<file path="src/rtl/queen_solution_receiver.sv">
// Receives one N-queens board per frame, re-checks it pairwise and holds the verdict until acked.
// Optional macro SOLUTION_COUNT_EN adds the sol_count port and its counter of acked legal boards.
module queen_solution_receiver #(
   parameter int N     = 8,
   parameter int IDX_W = 3
) (
   input  logic                 clk,
   input  logic                 reset_n,
   input  logic                 done,
   input  logic                 enable_output,
   input  logic [N-1:0]         row_in,
   input  logic                 result_ack,
   output logic                 rx_ready,
   output logic                 result_valid,
   output logic                 board_ok,
   output logic                 err_onehot,
   output logic                 err_col,
   output logic                 err_diag,
   output logic [IDX_W-1:0]     err_i,
   output logic [IDX_W-1:0]     err_j,
   output logic [N*IDX_W-1:0]   cols_out,
   output logic                 overrun
`ifdef SOLUTION_COUNT_EN
   ,
   output logic [15:0]          sol_count
`endif
);

   typedef enum logic [2:0] {S_IDLE, S_RECEIVE, S_ONEHOT, S_SCAN, S_REPORT} state_t;

   state_t             state_q, state_d;
   logic [IDX_W-1:0]   row_cnt_q, row_cnt_d;
   logic [IDX_W-1:0]   i_q, i_d, j_q, j_d;
   logic [N-1:0]       buf_q [N];
   logic [N-1:0]       buf_d [N];
   logic [IDX_W-1:0]   cols_q [N];
   logic [IDX_W-1:0]   cols_d [N];
   logic               board_ok_q, board_ok_d;
   logic               err_onehot_q, err_onehot_d;
   logic               err_col_q, err_col_d;
   logic               err_diag_q, err_diag_d;
   logic [IDX_W-1:0]   err_i_q, err_i_d, err_j_q, err_j_d;
   logic               overrun_q, overrun_d;
`ifdef SOLUTION_COUNT_EN
   logic [15:0]        sol_cnt_q, sol_cnt_d;
`endif

   logic               bad_found;
   logic [IDX_W-1:0]   bad_row;
   logic [IDX_W-1:0]   ci, cj;
   logic [IDX_W:0]     col_diff, row_diff;

   function automatic logic is_onehot(input logic [N-1:0] v);
      return (v != '0) && ((v & (v - N'(1))) == '0);
   endfunction

   function automatic logic [IDX_W-1:0] encode(input logic [N-1:0] v);
      logic [IDX_W-1:0] idx;
      idx = '0;
      for (int k = N - 1; k >= 0; k--) begin
         if (v[k]) idx = IDX_W'(k);
      end
      return idx;
   endfunction

   always_comb begin
      state_d      = state_q;
      row_cnt_d    = row_cnt_q;
      i_d          = i_q;
      j_d          = j_q;
      buf_d        = buf_q;
      cols_d       = cols_q;
      board_ok_d   = board_ok_q;
      err_onehot_d = err_onehot_q;
      err_col_d    = err_col_q;
      err_diag_d   = err_diag_q;
      err_i_d      = err_i_q;
      err_j_d      = err_j_q;
      overrun_d    = overrun_q;
`ifdef SOLUTION_COUNT_EN
      sol_cnt_d    = sol_cnt_q;
`endif

      // Descending walk so the lowest offending row is the one that sticks.
      bad_found = 1'b0;
      bad_row   = '0;
      for (int r = N - 1; r >= 0; r--) begin
         if (!is_onehot(buf_q[r])) begin
            bad_found = 1'b1;
            bad_row   = IDX_W'(r);
         end
      end

      ci       = cols_q[i_q];
      cj       = cols_q[j_q];
      col_diff = (ci > cj) ? ({1'b0, ci} - {1'b0, cj}) : ({1'b0, cj} - {1'b0, ci});
      row_diff = {1'b0, j_q} - {1'b0, i_q};

      case (state_q)
         S_IDLE: begin
            if (done) begin
               state_d   = S_RECEIVE;
               row_cnt_d = '0;
            end
         end
         S_RECEIVE: begin
            if (done) begin
               row_cnt_d = '0;
            end else if (enable_output) begin
               buf_d[row_cnt_q] = row_in;
               row_cnt_d        = row_cnt_q + IDX_W'(1);
               if (row_cnt_q == IDX_W'(N - 1)) state_d = S_ONEHOT;
            end
         end
         S_ONEHOT: begin
            board_ok_d   = 1'b0;
            err_onehot_d = 1'b0;
            err_col_d    = 1'b0;
            err_diag_d   = 1'b0;
            err_i_d      = '0;
            err_j_d      = '0;
            if (bad_found) begin
               err_onehot_d = 1'b1;
               err_i_d      = bad_row;
               err_j_d      = bad_row;
               state_d      = S_REPORT;
            end else begin
               for (int r = 0; r < N; r++) cols_d[r] = encode(buf_q[r]);
               i_d     = '0;
               j_d     = IDX_W'(1);
               state_d = S_SCAN;
            end
         end
         S_SCAN: begin
            if (ci == cj) begin
               err_col_d = 1'b1;
               err_i_d   = i_q;
               err_j_d   = j_q;
               state_d   = S_REPORT;
            end else if (col_diff == row_diff) begin
               err_diag_d = 1'b1;
               err_i_d    = i_q;
               err_j_d    = j_q;
               state_d    = S_REPORT;
            end else if (i_q == IDX_W'(N - 2) && j_q == IDX_W'(N - 1)) begin
               board_ok_d = 1'b1;
               state_d    = S_REPORT;
            end else if (j_q == IDX_W'(N - 1)) begin
               i_d = i_q + IDX_W'(1);
               j_d = i_q + IDX_W'(2);
            end else begin
               j_d = j_q + IDX_W'(1);
            end
         end
         S_REPORT: begin
            // Ack takes priority over a colliding done; the new frame is dropped either way.
            if (result_ack) begin
               state_d   = S_IDLE;
               overrun_d = 1'b0;
`ifdef SOLUTION_COUNT_EN
               if (board_ok_q) sol_cnt_d = sol_cnt_q + 16'd1;
`endif
            end else if (done) begin
               overrun_d = 1'b1;
            end
         end
         default: state_d = S_IDLE;
      endcase
   end

   always_ff @(posedge clk or negedge reset_n) begin
      if (!reset_n) begin
         state_q      <= S_IDLE;
         row_cnt_q    <= '0;
         i_q          <= '0;
         j_q          <= '0;
         board_ok_q   <= 1'b0;
         err_onehot_q <= 1'b0;
         err_col_q    <= 1'b0;
         err_diag_q   <= 1'b0;
         err_i_q      <= '0;
         err_j_q      <= '0;
         overrun_q    <= 1'b0;
`ifdef SOLUTION_COUNT_EN
         sol_cnt_q    <= '0;
`endif
         for (int r = 0; r < N; r++) begin
            buf_q[r]  <= '0;
            cols_q[r] <= '0;
         end
      end else begin
         state_q      <= state_d;
         row_cnt_q    <= row_cnt_d;
         i_q          <= i_d;
         j_q          <= j_d;
         board_ok_q   <= board_ok_d;
         err_onehot_q <= err_onehot_d;
         err_col_q    <= err_col_d;
         err_diag_q   <= err_diag_d;
         err_i_q      <= err_i_d;
         err_j_q      <= err_j_d;
         overrun_q    <= overrun_d;
`ifdef SOLUTION_COUNT_EN
         sol_cnt_q    <= sol_cnt_d;
`endif
         buf_q        <= buf_d;
         cols_q       <= cols_d;
      end
   end

   always_comb begin
      cols_out = '0;
      for (int r = 0; r < N; r++) cols_out[r*IDX_W +: IDX_W] = cols_q[r];
   end

   assign rx_ready     = (state_q == S_IDLE);
   assign result_valid = (state_q == S_REPORT);
   assign board_ok     = board_ok_q;
   assign err_onehot   = err_onehot_q;
   assign err_col      = err_col_q;
   assign err_diag     = err_diag_q;
   assign err_i        = err_i_q;
   assign err_j        = err_j_q;
   assign overrun      = overrun_q;
`ifdef SOLUTION_COUNT_EN
   assign sol_count    = sol_cnt_q;
`endif

endmodule

</file>
<file path="config.mk">
export PLATFORM = sky130hd
export DESIGN_NAME = queen_solution_receiver
export DESIGN_NICKNAME = d
export VERILOG_FILES = /design/src/rtl/queen_solution_receiver.sv
export SDC_FILE = /design/constraint.sdc
export NUM_CORES = 1
export LEC_CHECK = 0
export BUFFER_PORTS_ARGS = -buffer_cell sky130_fd_sc_hd__buf_2
export CAP_MARGIN = 20
export CORE_MARGIN = 1.5
export CORE_UTILIZATION = 61
export DETAILED_ROUTE_END_ITERATION = 8
export HOLD_SLACK_MARGIN = 0.06
export MAX_ROUTING_LAYER = met4
export PLACE_DENSITY = 0.81
export REMOVE_ABC_BUFFERS = 1
export SKIP_CTS_REPAIR_TIMING = 1
export SYNTH_ARGS = -nofsm -noshare
export SYNTH_HDL_FRONTEND = slang
export SYNTH_SLANG_ARGS = --single-unit
</file>
<file path="constraint.sdc">
create_clock -name clk -period 5.34 [get_ports clk]
set_clock_uncertainty 0.05 [all_clocks]
set_input_delay 0 -clock clk [delete_from_list [all_inputs] [get_ports clk]]
set_output_delay 0 -clock clk [all_outputs]
set_load 0.01 [all_outputs]
</file>
==> impl_results.md, run 1 <==
* # DRC at 0
* Num rows at 37
* Sw Ratio at roughly two fifths
* Slew HR at 47.9%
* CP Capture Type: flop
* Logic pwr share at between 30% and 40%
* DRT Wirelength at roughly 15 mm
* Routability Congestion at around 0.86
* Die W at 106 µm
* Initial Utilization at 62.9%
* Layout area overhead at 10.3%
* Final setup violation count at 0
* Global route overflow at 0
* Asr flop ratio synth at 100%
* CP peak stage delay at between 0.7 and 0.8 ns
* CP arrival at around 4.8 ns
* PortBufs at between 40 and 50
* Outcome: completed
* Root buf cell: clkbuf_8
* Max cap viols at 0
* Final #Nets at approximately 700
* Max Fclk at approximately 220 MHz
* Most frequent cells in the layout: dfrtp_1, nor2_1, nand2_1, mux2_2, buf_2
* Warnings, synthesis at 0
* Post-synth cell types at 66
* Post-route minimum period at around 4.5 ns
* CP startpoint kind: flop
* Largest fanout on the critical path at 13
* DR pass1 iterations at 5
* RSZ-0062 raised after global routing: no
* Sequential share of the synthesized area at between 40% and 50%
* PD cells at 395 mW/mm²
* ANT nets after route at 0
* Power Internal at around 1700 µW
* Hold Crit Class: in2reg
* Register bit count reported by yosys at around 110
* Netlist Area Pre-Place at 0.00649 mm²
* Clk pwr share at about a fifth
* Initial antenna violation count at 0
* Slowest-stage cell, CP: dfrtp_1
* CTS Sinks at between 100 and 150
* CTS tree: done
* Net Sw Power at about 1100 µW
* EDFF count, synth at 0
* Clock Tree Buf Depth at 2
* Vias/cell at ~6.3
* Vias in the first global route at 4984
* Slew @ Worst Pin at 0.782 ns
* Syn avg cell area at roughly 10 µm²
* Worst vdd ir at roughly 0.29 mV
* Reg area at around 0.0028 mm²
* Number of placed I/O pins at 50
* Commonest non-fill, non-tap cell in the layout: dfrtp_1
* Hold violation total from the final report at 0
* Clk slew on worst S/H paths at 0.11 ns
* Synth Instances at about 630
* Max Slew Vio Count at 0
* Leakage at ~0.0034 µW
* CP Data Required Time at about 5.6 ns
* Most used DFF post-synth: dfrtp_1
* Later-pin clock latency in the skew report at 0.39 ns
* Die ar. at 0.0113 mm²
* Final WS setup at between 0.8 and 0.9 ns
* Filler cells at between 700 and 800
* Pre-CTS WS at 0.876 ns
* Via count at 5230
* Tot GR Track Use at between 20 and 30%
* Cell chain of the critical path: mux4_2 > nand2_1 > and2_1 > inv_1 > fa_1 > fa_1 > inv_1 > o211a_1 > a311oi_1 > xnor2_1 > a41oi_1 > buf_4 > nand2_1 > and3_1 > a211o_1
* Ant. Diodes at 0
* H-tree levels at 3
* Largest net degree at the start of global routing at 62
* Critical path type: reg2reg
* Final period util at a little over four fifths
* CORE AREA at slightly above 0.01 mm²
* CTS Buf Count at 9
* WL per Instance at approximately 19 µm
* Die height at ~110 µm
* Part of the power in registers at approximately 45%
* Footprint of the multi-input gates at about 0.0035 mm²
* Share of layout cells above drive strength 1 at 22.3%
* First-pass GRT wire length at approximately 25 mm
* Drt initial violations at 340
* Setup TNS at 0 ns
* Hpwl dp at roughly 11 mm
[registers in the layout (all words and copies together), names as in the netlist]
register	count
buf_q	64
cols_out	24
err_i	3
err_j	3
i_q	3
j_q	3
row_cnt_q	3
state_q	3
board_ok	1
err_col	1
err_diag	1
err_onehot	1
overrun	1
[layer usage]
metal | wire length [µm] | GRT usage (%) | up-vias
met2 | 7670 | 48.6 | 159
li1 | - | - | 2425
met4 | 477 | 11.0 | 0
met1 | 6610 | 37.5 | 2610
met3 | 707 | 4.23 | 36
met5 | 0 | - | -
[cells in the mapped netlist (all sizes together) (2+ instances only)]
master | instances | area (µm²)
o21bai | 8 | 60.1
o21ai | 34 | 170
maj3 | 6 | 60.1
or2 | 2 | 12.5
nor2b | 9 | 56.3
mux2 | 62 | 698
nand3 | 5 | 25.0
a21oi | 19 | 95.1
nor4 | 13 | 171
a21o | 7 | 52.6
nor4b | 5 | 43.8
nand2b | 2 | 12.5
and3 | 7 | 43.8
and2 | 5 | 31.3
clkbuf | 17 | 63.8
o31ai | 4 | 30.0
xor2 | 3 | 26.3
o211ai | 6 | 50.1
nand2 | 66 | 248
o32ai | 2 | 17.5
fa | 4 | 80.1
xnor2 | 9 | 78.8
or3 | 2 | 12.5
a211oi | 2 | 15.0
o311ai | 5 | 43.8
o22ai | 6 | 37.5
mux2i | 6 | 60.1
nor3 | 27 | 135
nand4 | 3 | 33.8
o21a | 3 | 22.5
buf | 5 | 28.8
dfrtp | 111 | 2780
nand4b | 6 | 52.6
and4b | 3 | 30.0
ha | 15 | 188
inv | 26 | 97.6
a22oi | 2 | 15.0
mux4 | 12 | 270
o41ai | 7 | 61.3
a31oi | 5 | 31.3
nor2 | 74 | 280
[per-stage QoR]
stage	cells	util (%)	hold slack (ns)	area [µm²]	power (µW)
5_1_grt	826	69.3	0.106	7150	3000
3_3_place_gp	798	66.1	0.0662	6830	2210
6_report	826	69.3	0.0328	7150	2820
4_1_cts	814	68.1	-0.343	7030	2800
2_1_floorplan	611	-	-0.346	6400	1990
3_5_place_dp	798	66.1	0.0755	6830	2280
[layout make-up]
type	instances	share of cell area, %
timing repair buffer	63	5.35
tap	136	2.38
inverter	26	1.36
clock buffer	10	1.92
multi-input combinational	474	49.2
clock inverter	6	0.944
sequential	111	38.8
[power groups by stage]
stage	clock network [µW]	registers, µW	logic [µW]
after floorplan	0	1240	751
after global placement	0	1270	945
after detailed placement	0	1290	993
after CTS	535	1270	996
after global routing	569	1310	1120
final	530	1280	1010
[final timing paths]
kind | start | end | slack [ns] | cells after the start
setup / recovery | i_q[0] | i_q[0] | 0.82 | 15
hold / removal | enable_output | row_cnt_q[0] | 0.03 | 4
setup reg to reg | i_q[0] | i_q[0] | 0.82 | 15
hold reg to reg | err_onehot | err_onehot | 0.44 | 1
max in group asynchronous | reset_n | cols_out[1] | 3.95 | 3
min in group asynchronous | reset_n | j_q[2] | 0.15 | 2
[cells by family (layout without fill, tap and decap cells)]
| kind of cell | Yosys count | in the layout | share of synthesized area (%) |
|---|---|---|---|
| and+or+nand+nor | 233 | 233 | 18.9 |
| AOI/OAI and AO/OA | 124 | 124 | 12.9 |
| DFF | 111 | 111 | 42.8 |
| muxes | 80 | 80 | 15.9 |
| buffers and inverters | 48 | 105 | 2.93 |
| adders and majority gates | 25 | 25 | 5.05 |
| xor gates and xnor gates | 12 | 12 | 1.62 |
[worst max-delay path, delay by kind of cell (launching register included)]
family | cells | cell delay [ns]
AOI/OAI and AO/OA | 4 | 0.87
xor gates and xnor gates | 1 | 0.14
adders and majority gates | 2 | 0.99
buffers and inverters | 3 | 0.39
DFF | 1 | 0.75
muxes | 1 | 0.58
and+or+nand+nor | 4 | 0.63
(Power assumes the default switching activity.)
==> run 2, diff against run 1 <==
--- a/config.mk
+++ b/config.mk
@@ -5,14 +5,15 @@
 export SDC_FILE = /design/constraint.sdc
 export NUM_CORES = 1
 export LEC_CHECK = 0
+export ABC_AREA = 1
 export BUFFER_PORTS_ARGS = -buffer_cell sky130_fd_sc_hd__buf_2
 export CAP_MARGIN = 20
 export CORE_MARGIN = 1.5
-export CORE_UTILIZATION = 61
+export CORE_UTILIZATION = 55
 export DETAILED_ROUTE_END_ITERATION = 8
 export HOLD_SLACK_MARGIN = 0.06
 export MAX_ROUTING_LAYER = met4
-export PLACE_DENSITY = 0.81
+export PLACE_DENSITY = 0.77
 export REMOVE_ABC_BUFFERS = 1
 export SKIP_CTS_REPAIR_TIMING = 1
 export SYNTH_ARGS = -nofsm -noshare
==> constraint.sdc (replaced) <==
create_clock -name clk -period 3.7 [get_ports clk]
set_clock_uncertainty 0.05 [all_clocks]
set_input_delay 0 -clock clk [delete_from_list [all_inputs] [get_ports clk]]
set_output_delay 0 -clock clk [all_outputs]
set_load 0.01 [all_outputs]
==> run 2 against run 1 <==
Routed wire length grew 9.6%. Critical path depth increased by 5. Via count grew 16%. Synthesized area is 1.1% higher. Final cell count grew 35%. Sequential share of layout area decreased by 1.4 points. Global-route usage fell by 1.1 points. Die area grew 12%. Register-to-register slack got worse by 0.53 ns. Combinational power is 110% higher. Sequential power up 30%. Clock power grew 85%.
==> impl_results.md, run 2 <==
* Root buf cell: clkbuf_16 (was clkbuf_8)
* CTS Buf Count at 9 (unchanged)
* Grt met1 use at 39.0% (was 37.5%)
* Hpwl dp at 12.1 mm (was 11.2 mm)
* Largest fanout on the critical path at 20 (was 13)
* CP startpoint kind: flop (unchanged)
* Initial Utilization at 57.0% (was 62.9%)
* Sequential share of the synthesized area at 42.3% (was 42.8%)
* Crit path top cell by count: nand2_1
* PD cells at 648 mW/mm² (was 395 mW/mm²)
* Largest register FFs at 64 (unchanged)
* Delay-heaviest family, CP: adder cells (unchanged)
* # DRC at 0 (unchanged)
* H-tree levels at 3 (unchanged)
* Slew HR at 51.6% (was 47.9%)
* Drt initial violations at 471 (was 340)
* Max cap viols at 0 (unchanged)
* Largest net degree at the start of global routing at 50 (was 62)
* First-pass GRT wire length at 27.1 mm (was 25.0 mm)
* Ant. Diodes at 0 (unchanged)
* Later-pin clock latency in the skew report at 0.37 ns (was 0.39 ns)
* Via count at 6054 (was 5230)
* Post-synth top cells: nand2_1, o21ai_0, dfrtp_1 (was dfrtp_1, nor2_1, nand2_1)
* Final period util at 92.0% (was 84.6%)
* Ranking of synthesized cells by area: dfrtp_1, nand2_1, o21ai_0 (was dfrtp_1, mux2_2, nor2_1)
* Top-count cell post-synth: nand2_1 (was dfrtp_1)
* DR pass1 iterations at 7 (was 5)
* Worst vdd ir at 0.326 mV (was 0.286 mV)
* Hold violation total from the final report at 0 (unchanged)
* GR Layer Usage met2 at 41.2% (was 48.6%)
* Bufs and invs on worst path at 4 (was 3)
* Routability Congestion at 0.986 (was 0.857)
* Final setup violation count at 0 (unchanged)
* Final #Nets at 998 (was 717)
* Die height at 112 µm (was 106 µm)
* Slowest-stage cell, CP: fa_1 (was dfrtp_1)
* Clk slew on worst S/H paths at 0.07 ns (was 0.11 ns)
* PortBufs at 49 (unchanged)
* Hold Crit Class: in2async (was in2reg)
* CP peak stage delay at 0.42 ns (was 0.75 ns)
* Die ar. at 0.0126 mm² (was 0.0113 mm²)
* Commonest non-fill, non-tap cell in the layout: nand2_1 (was dfrtp_1)
* Post-synth cell types at 43 (was 66)
* Num rows at 39 (was 37)
* Top reg by flops: buf_q (unchanged)
* Clock Tree Buf Depth at 2 (unchanged)
* Slew @ Worst Pin at 0.723 ns (was 0.782 ns)
* Cell chain of the critical path: buf_4 > a21oi_1 > o21ai_0 > nand2_1 > inv_1 > o21ai_1 > ha_1 > inv_1 > fa_1 > fa_1 > nand2_2 > nand2_1 > nand3b_1 > nand2_1 > nor2_1 > nand4_1 > nand3_2 > buf_4 > nor2_1 > a31oi_1 (was mux4_2 > nand2_1 > and2_1 > inv_1 > fa_1 > fa_1 > inv_1 > o211a_1 > a311oi_1 > xnor2_1 > a41oi_1 > buf_4 > nand2_1 > and3_1 > a211o_1)
* Asr flop ratio synth at 100% (unchanged)
* Initial antenna violation count at 0 (unchanged)
* CTS tree: done (unchanged)
* Synth area leader: dfrtp_1 (unchanged)
* Max Fclk at 294 MHz (was 221 MHz)
* WL per Instance at 15.2 µm (was 18.7 µm)
* Syn avg cell area at 7.29 µm² (was 10.3 µm²)
* CTS Sinks at 111 (unchanged)
* Warnings, synthesis at 0 (unchanged)
* DRT Wirelength at 16.9 mm (was 15.5 mm)
* Filler cells at 992 (was 774)
* Leakage at 0.00373 µW (was 0.00338 µW)
* Total Power at 4810 µW (was 2820 µW)
* CP Data Required Time at 3.93 ns (was 5.58 ns)
* Register bit count reported by yosys at 111 (unchanged)
* Max Slew Vio Count at 0 (unchanged)
* Number of placed I/O pins at 50 (unchanged)
* Global-route track usage on met3 at 4.97% (was 4.23%)
* Critical path type: reg2reg (unchanged)
* Die W at 112 µm (was 106 µm)
* Layout area overhead at 13.2% (was 10.3%)
* Post-synth top area share at 42.3% (was 42.8%)
* DP Area at 0.00696 mm² (was 0.00683 mm²)
* Vias in the first global route at 5425 (was 4984)
* Synth Instances at 900 (was 633)
* Top Usage Layer GRT: met2 (unchanged)
* Post-route minimum period at 3.40 ns (was 4.52 ns)
* CORE AREA at 0.0115 mm² (was 0.0103 mm²)
* CP arrival at 3.64 ns (was 4.75 ns)
* Most frequent cells in the layout: nand2_1, o21ai_0, dfrtp_1, inv_1, nor2_1 (was dfrtp_1, nor2_1, nand2_1, mux2_2, buf_2)
* Vias/cell at 5.43 (was 6.33)
* Share of layout cells above drive strength 1 at 13.3% (was 22.3%)
* CP Capture Type: flop (unchanged)
* Global route overflow at 0 (unchanged)
* Tot GR Track Use at 28.5% (was 29.6%)
* Most used DFF post-synth: dfrtp_1 (unchanged)
* Outcome: completed (unchanged)
* Post-route cell area at 0.00743 mm² (was 0.00715 mm²)
* EDFF count, synth at 0 (unchanged)
* ANT nets after route at 0 (unchanged)
* Netlist Area Pre-Place at 0.00656 mm² (was 0.00649 mm²)
run 2: changes by cell type in the layout (fill, tap and decap cells not counted), sizes merged, moves of 9 or more:
cell,before,now
nor2b,9,0
mux2,62,0
nor3,27,4
inv,28,110
o21ai,34,160
a21oi,19,51
nor4,13,0
buf,51,63
nand2,66,244
nor2,74,103
mux4,12,0
nand3,5,40
run 2: layer usage:
metal | part of all wire, % | wire length [µm] | vias to the layer above
met5 | 0 | 0 | -
met4 | 3.9 | 660 | 0
met3 | 7.1 | 1210 | 47
met2 | 43 | 7340 | 209
met1 | 46 | 7730 | 2744
li1 | - | - | 3054
run 2: kinds of logic (layout without fill, tap and decap cells):
group	count (synthesis)	in the layout	synth area share (%)
adders and majority gates	19	19	4.08
buffers and inverters	133	204	8.12
DFF	111	111	42.3
AOI/OAI and AO/OA	229	229	18.8
xor gates and xnor gates	4	4	0.534
and+or+nand+nor	404	404	26.2
run 2: final cells by class:
class                   count  area [µm²]  share of cell area [%]
clock buffers              12         246                    3.32
well taps                 143         179                    2.41
repair buffers             76         487                    6.55
inverters                 112         430                    5.79
clock inverters             4        45.0                   0.606
multi-input cells         656        3260                    43.9
flip-flops and latches    111        2780                    37.4
run 2: worst paths after layout:
kind	startpoint	to	slack, ns	cells after the start
max in group asynchronous	reset_n	buf_q[49]	2.38	3
worst max register to register	j_q[0]	err_i[2]	0.30	20
worst max-delay path	j_q[0]	err_i[2]	0.30	20
min in group clk	result_ack	overrun	0.30	3
worst min-delay path	reset_n	state_q[0]	0.27	3
worst min register to register	board_ok	board_ok	0.43	2
run 2: power breakdown:
part	total, µW	switching (µW)	internal, µW	leakage [µW]
registers	1670	216	1450	0.00146
logic	2160	1370	792	0.00213
clock network	982	441	541	0.000146
total	4810	2030	2790	0.00373
run 2: through the flow:
stage	worst slack [ns]	setup TNS [ns]	hold WS, ns	utilization [%]	instances
CTS	0.207	0	-0.565	63.0	1098
global route	-0.0132	-0.0265	0.338	64.5	1114
detailed placement	0.230	0	-0.175	60.5	1082
floorplan	0.125	0	-0.346	-	879
global placement	0.335	0	-0.176	60.5	1082
finish	0.295	0	0.272	64.5	1114
run 2: worst reg2reg max path, stage by stage, from the launching register on:
cell and delay, ns:
dfrtp_1 0.41, buf_4 0.21, a21oi_1 0.15, o21ai_0 0.09, nand2_1 0.07, inv_1 0.04, o21ai_1 0.15, ha_1 0.17
inv_1 0.05, fa_1 0.37, fa_1 0.42, nand2_2 0.14, nand2_1 0.09, nand3b_1 0.08, nand2_1 0.05, nor2_1 0.11
nand4_1 0.15, nand3_2 0.16, buf_4 0.18, nor2_1 0.05, a31oi_1 0.14
==> run 3, diff against run 2 <==
--- a/config.mk
+++ b/config.mk
@@ -8,6 +8,7 @@
 export ABC_AREA = 1
 export BUFFER_PORTS_ARGS = -buffer_cell sky130_fd_sc_hd__buf_2
 export CAP_MARGIN = 20
+export CORE_ASPECT_RATIO = 2
 export CORE_MARGIN = 1.5
 export CORE_UTILIZATION = 55
 export DETAILED_ROUTE_END_ITERATION = 8
==> run 3 against run 2 <==
Worst hold slack got worse by 0.024 ns. Critical path depth increased by 1. Fmax decreased by 0.22%. Non-clock buffer count increased by 4. Die area increased by 0.31%. Utilization decreased by 0.53 points. Final cell count increased by 0.54%. Via count increased by 1.2%. Worst setup slack got worse by 0.0075 ns. Routed wire length increased by 3.5%. Clock power about the same. Largest cell class unchanged.
==> impl_results.md, run 3 (synthesis results as in run 2) <==
* Outcome: completed (unchanged)
* Vias in the first global route at 5687 (was 5425)
* DR pass1 iterations at 5 (was 7)
* Later-pin clock latency in the skew report at 0.35 ns (was 0.37 ns)
* Post-route cell area at 0.00749 mm² (was 0.00743 mm²)
* Crit path top cell by count: nand2_1 (unchanged)
* Commonest non-fill, non-tap cell in the layout: nand2_1 (unchanged)
* Final period util at 92.2% (was 92.0%)
* DRT Wirelength at 17.5 mm (was 16.9 mm)
* Root buf cell: clkbuf_16 (unchanged)
* Filler cells at 1074 (was 992)
* WL per Instance at 15.7 µm (was 15.2 µm)
* CTS Sinks at 111 (unchanged)
* Layout area overhead at 14.1% (was 13.2%)
* Delay-heaviest family, CP: adder cells (unchanged)
* CTS Buf Count at 9 (unchanged)
* Share of layout cells above drive strength 1 at 13.8% (was 13.3%)
* Via count at 6127 (was 6054)
* Routability Congestion at 0.972 (was 0.986)
* Slowest-stage cell, CP: fa_1 (unchanged)
* Num rows at 56 (was 39)
* Final Non-Filler Cells at 1120 (was 1114)
* Clk slew on worst S/H paths at 0.07 ns (about the same)
* Max cap viols at 0 (unchanged)
* Largest fanout on the critical path at 11 (was 20)
* H-tree levels at 3 (unchanged)
* Sw Ratio at 42.5% (was 42.1%)
* CP arrival at 3.60 ns (was 3.64 ns)
* Hpwl dp at 13.4 mm (was 12.1 mm)
* Hold Crit Class: in2async (unchanged)
* Largest net degree at the start of global routing at 67 (was 50)
* Initial antenna violation count at 0 (unchanged)
* Post-route minimum period at 3.41 ns (was 3.40 ns)
* First-pass GRT wire length at 27.0 mm (was 27.1 mm)
* Die ar. at 0.0126 mm² (about the same)
* CP Data Required Time at 3.88 ns (was 3.93 ns)
* Top reg by flops: buf_q (unchanged)
* Most frequent cells in the layout: nand2_1, o21ai_0, dfrtp_1, inv_1, nor2_1 (unchanged)
* Largest register FFs at 64 (unchanged)
* Leakage at 0.00376 µW (was 0.00373 µW)
* CP Capture Type: flop (unchanged)
* # DRC at 0 (unchanged)
* PD cells at 661 mW/mm² (was 648 mW/mm²)
* PortBufs at 49 (unchanged)
* Net Sw Power at 2110 µW (was 2030 µW)
* Clk pwr share at 20.5% (was 20.4%)
* Slew @ Worst Pin at 0.841 ns (was 0.723 ns)
* Clock Tree Buf Depth at 2 (unchanged)
* Part of the power in registers at 33.8% (was 34.7%)
* Worst vdd ir at 0.499 mV (was 0.326 mV)
* Initial Utilization at 56.1% (was 57.0%)
* Cell chain of the critical path: buf_4 > a21oi_1 > o21ai_0 > nand2_1 > inv_1 > o21ai_1 > ha_1 > inv_1 > fa_1 > fa_1 > nand2_2 > nand2_1 > nand3b_1 > nand2_1 > nor2_1 > nand4_1 > nand3_2 > buf_4 > nand2_1 > inv_1 > a21oi_1 (was buf_4 > a21oi_1 > o21ai_0 > nand2_1 > inv_1 > o21ai_1 > ha_1 > inv_1 > fa_1 > fa_1 > nand2_2 > nand2_1 > nand3b_1 > nand2_1 > nor2_1 > nand4_1 > nand3_2 > buf_4 > nor2_1 > a31oi_1)
* Hold violation total from the final report at 0 (unchanged)
* Placed Cells at 1090 (was 1082)
* Max Slew Vio Count at 0 (unchanged)
* CP startpoint kind: flop (unchanged)
* Critical path type: reg2reg (unchanged)
* Max Fclk at 293 MHz (was 294 MHz)
* Ant. Diodes at 0 (unchanged)
* Die W at 80.2 µm (was 112 µm)
* Slew HR at 43.9% (was 51.6%)
* Die height at 157 µm (was 112 µm)
* Global route overflow at 0 (unchanged)
* Number of placed I/O pins at 50 (unchanged)
* Tot GR Track Use at 29.3% (was 28.5%)
* Final setup violation count at 0 (unchanged)
* CORE AREA at 0.0117 mm² (was 0.0115 mm²)
* CP peak stage delay at 0.42 ns (about the same)
* Vias/cell at 5.47 (was 5.43)
* Final #Nets at 1002 (was 998)
* Logic pwr share at 45.7% (was 44.9%)
* DP Area at 0.00702 mm² (was 0.00696 mm²)
* Bufs and invs on worst path at 5 (was 4)
* Hold_ws at 0.247 ns (was 0.272 ns)
* Power Internal at 2840 µW (was 2790 µW)
* CTS tree: done (unchanged)
* Drt initial violations at 349 (was 471)
* ANT nets after route at 0 (unchanged)
==> run 3: final timing paths <==
check                      cells past startpoint           end  slack, ns  startpoint
setup / recovery                              21      err_i[0]       0.29      j_q[0]
hold / removal                                 2  row_cnt_q[0]       0.25     reset_n
setup reg to reg                              21      err_i[0]       0.29      j_q[0]
hold reg to reg                                2       err_col       0.44     err_col
max in group asynchronous                      3  cols_out[14]       2.46     reset_n
min in group clk                               3       overrun       0.35  result_ack
==> run 3: stage by stage <==
step / util (%) / total power [µW] / setup TNS [ns] / setup slack, ns
detailed placement: 60.0 / 3890 / 0 / 0.148
CTS: 62.7 / 4910 / 0 / 0.137
global placement: 60.0 / 3840 / 0 / 0.226
floorplan: - / 3190 / 0 / 0.125
global route: 64.0 / 5350 / -0.0283 / -0.0144
finish: 64.0 / 4950 / 0 / 0.288
==> run 3: routing by layer <==
layer | wire [µm] | track usage, % | vias to the layer above
li1 | - | - | 3062
met1 | 6370 | 29.0 | 2828
met2 | 9580 | 53.7 | 170
met3 | 616 | 3.07 | 67
met4 | 970 | 17.4 | 0
met5 | 0 | - | -
==> run 3: final cells by class <==
cell class / count / area (µm²) / share of cell area (%)
tap: 145 / 181 / 2.42
multi-input combinational: 656 / 3260 / 43.6
clock inverter: 5 / 62.6 / 0.835
timing repair buffer: 80 / 523 / 6.98
sequential: 111 / 2780 / 37.1
clock buffer: 11 / 253 / 3.38
inverter: 112 / 427 / 5.70
==> run 3: power by group through the flow <==
stage / Sequential (µW) / Clock (µW) / Combinational (µW)
3_3_place_gp: 1680 / 0 / 2150
2_1_floorplan: 1700 / 0 / 1490
3_5_place_dp: 1690 / 0 / 2200
6_report: 1670 / 1010 / 2260
4_1_cts: 1670 / 1030 / 2220
5_1_grt: 1700 / 1070 / 2580
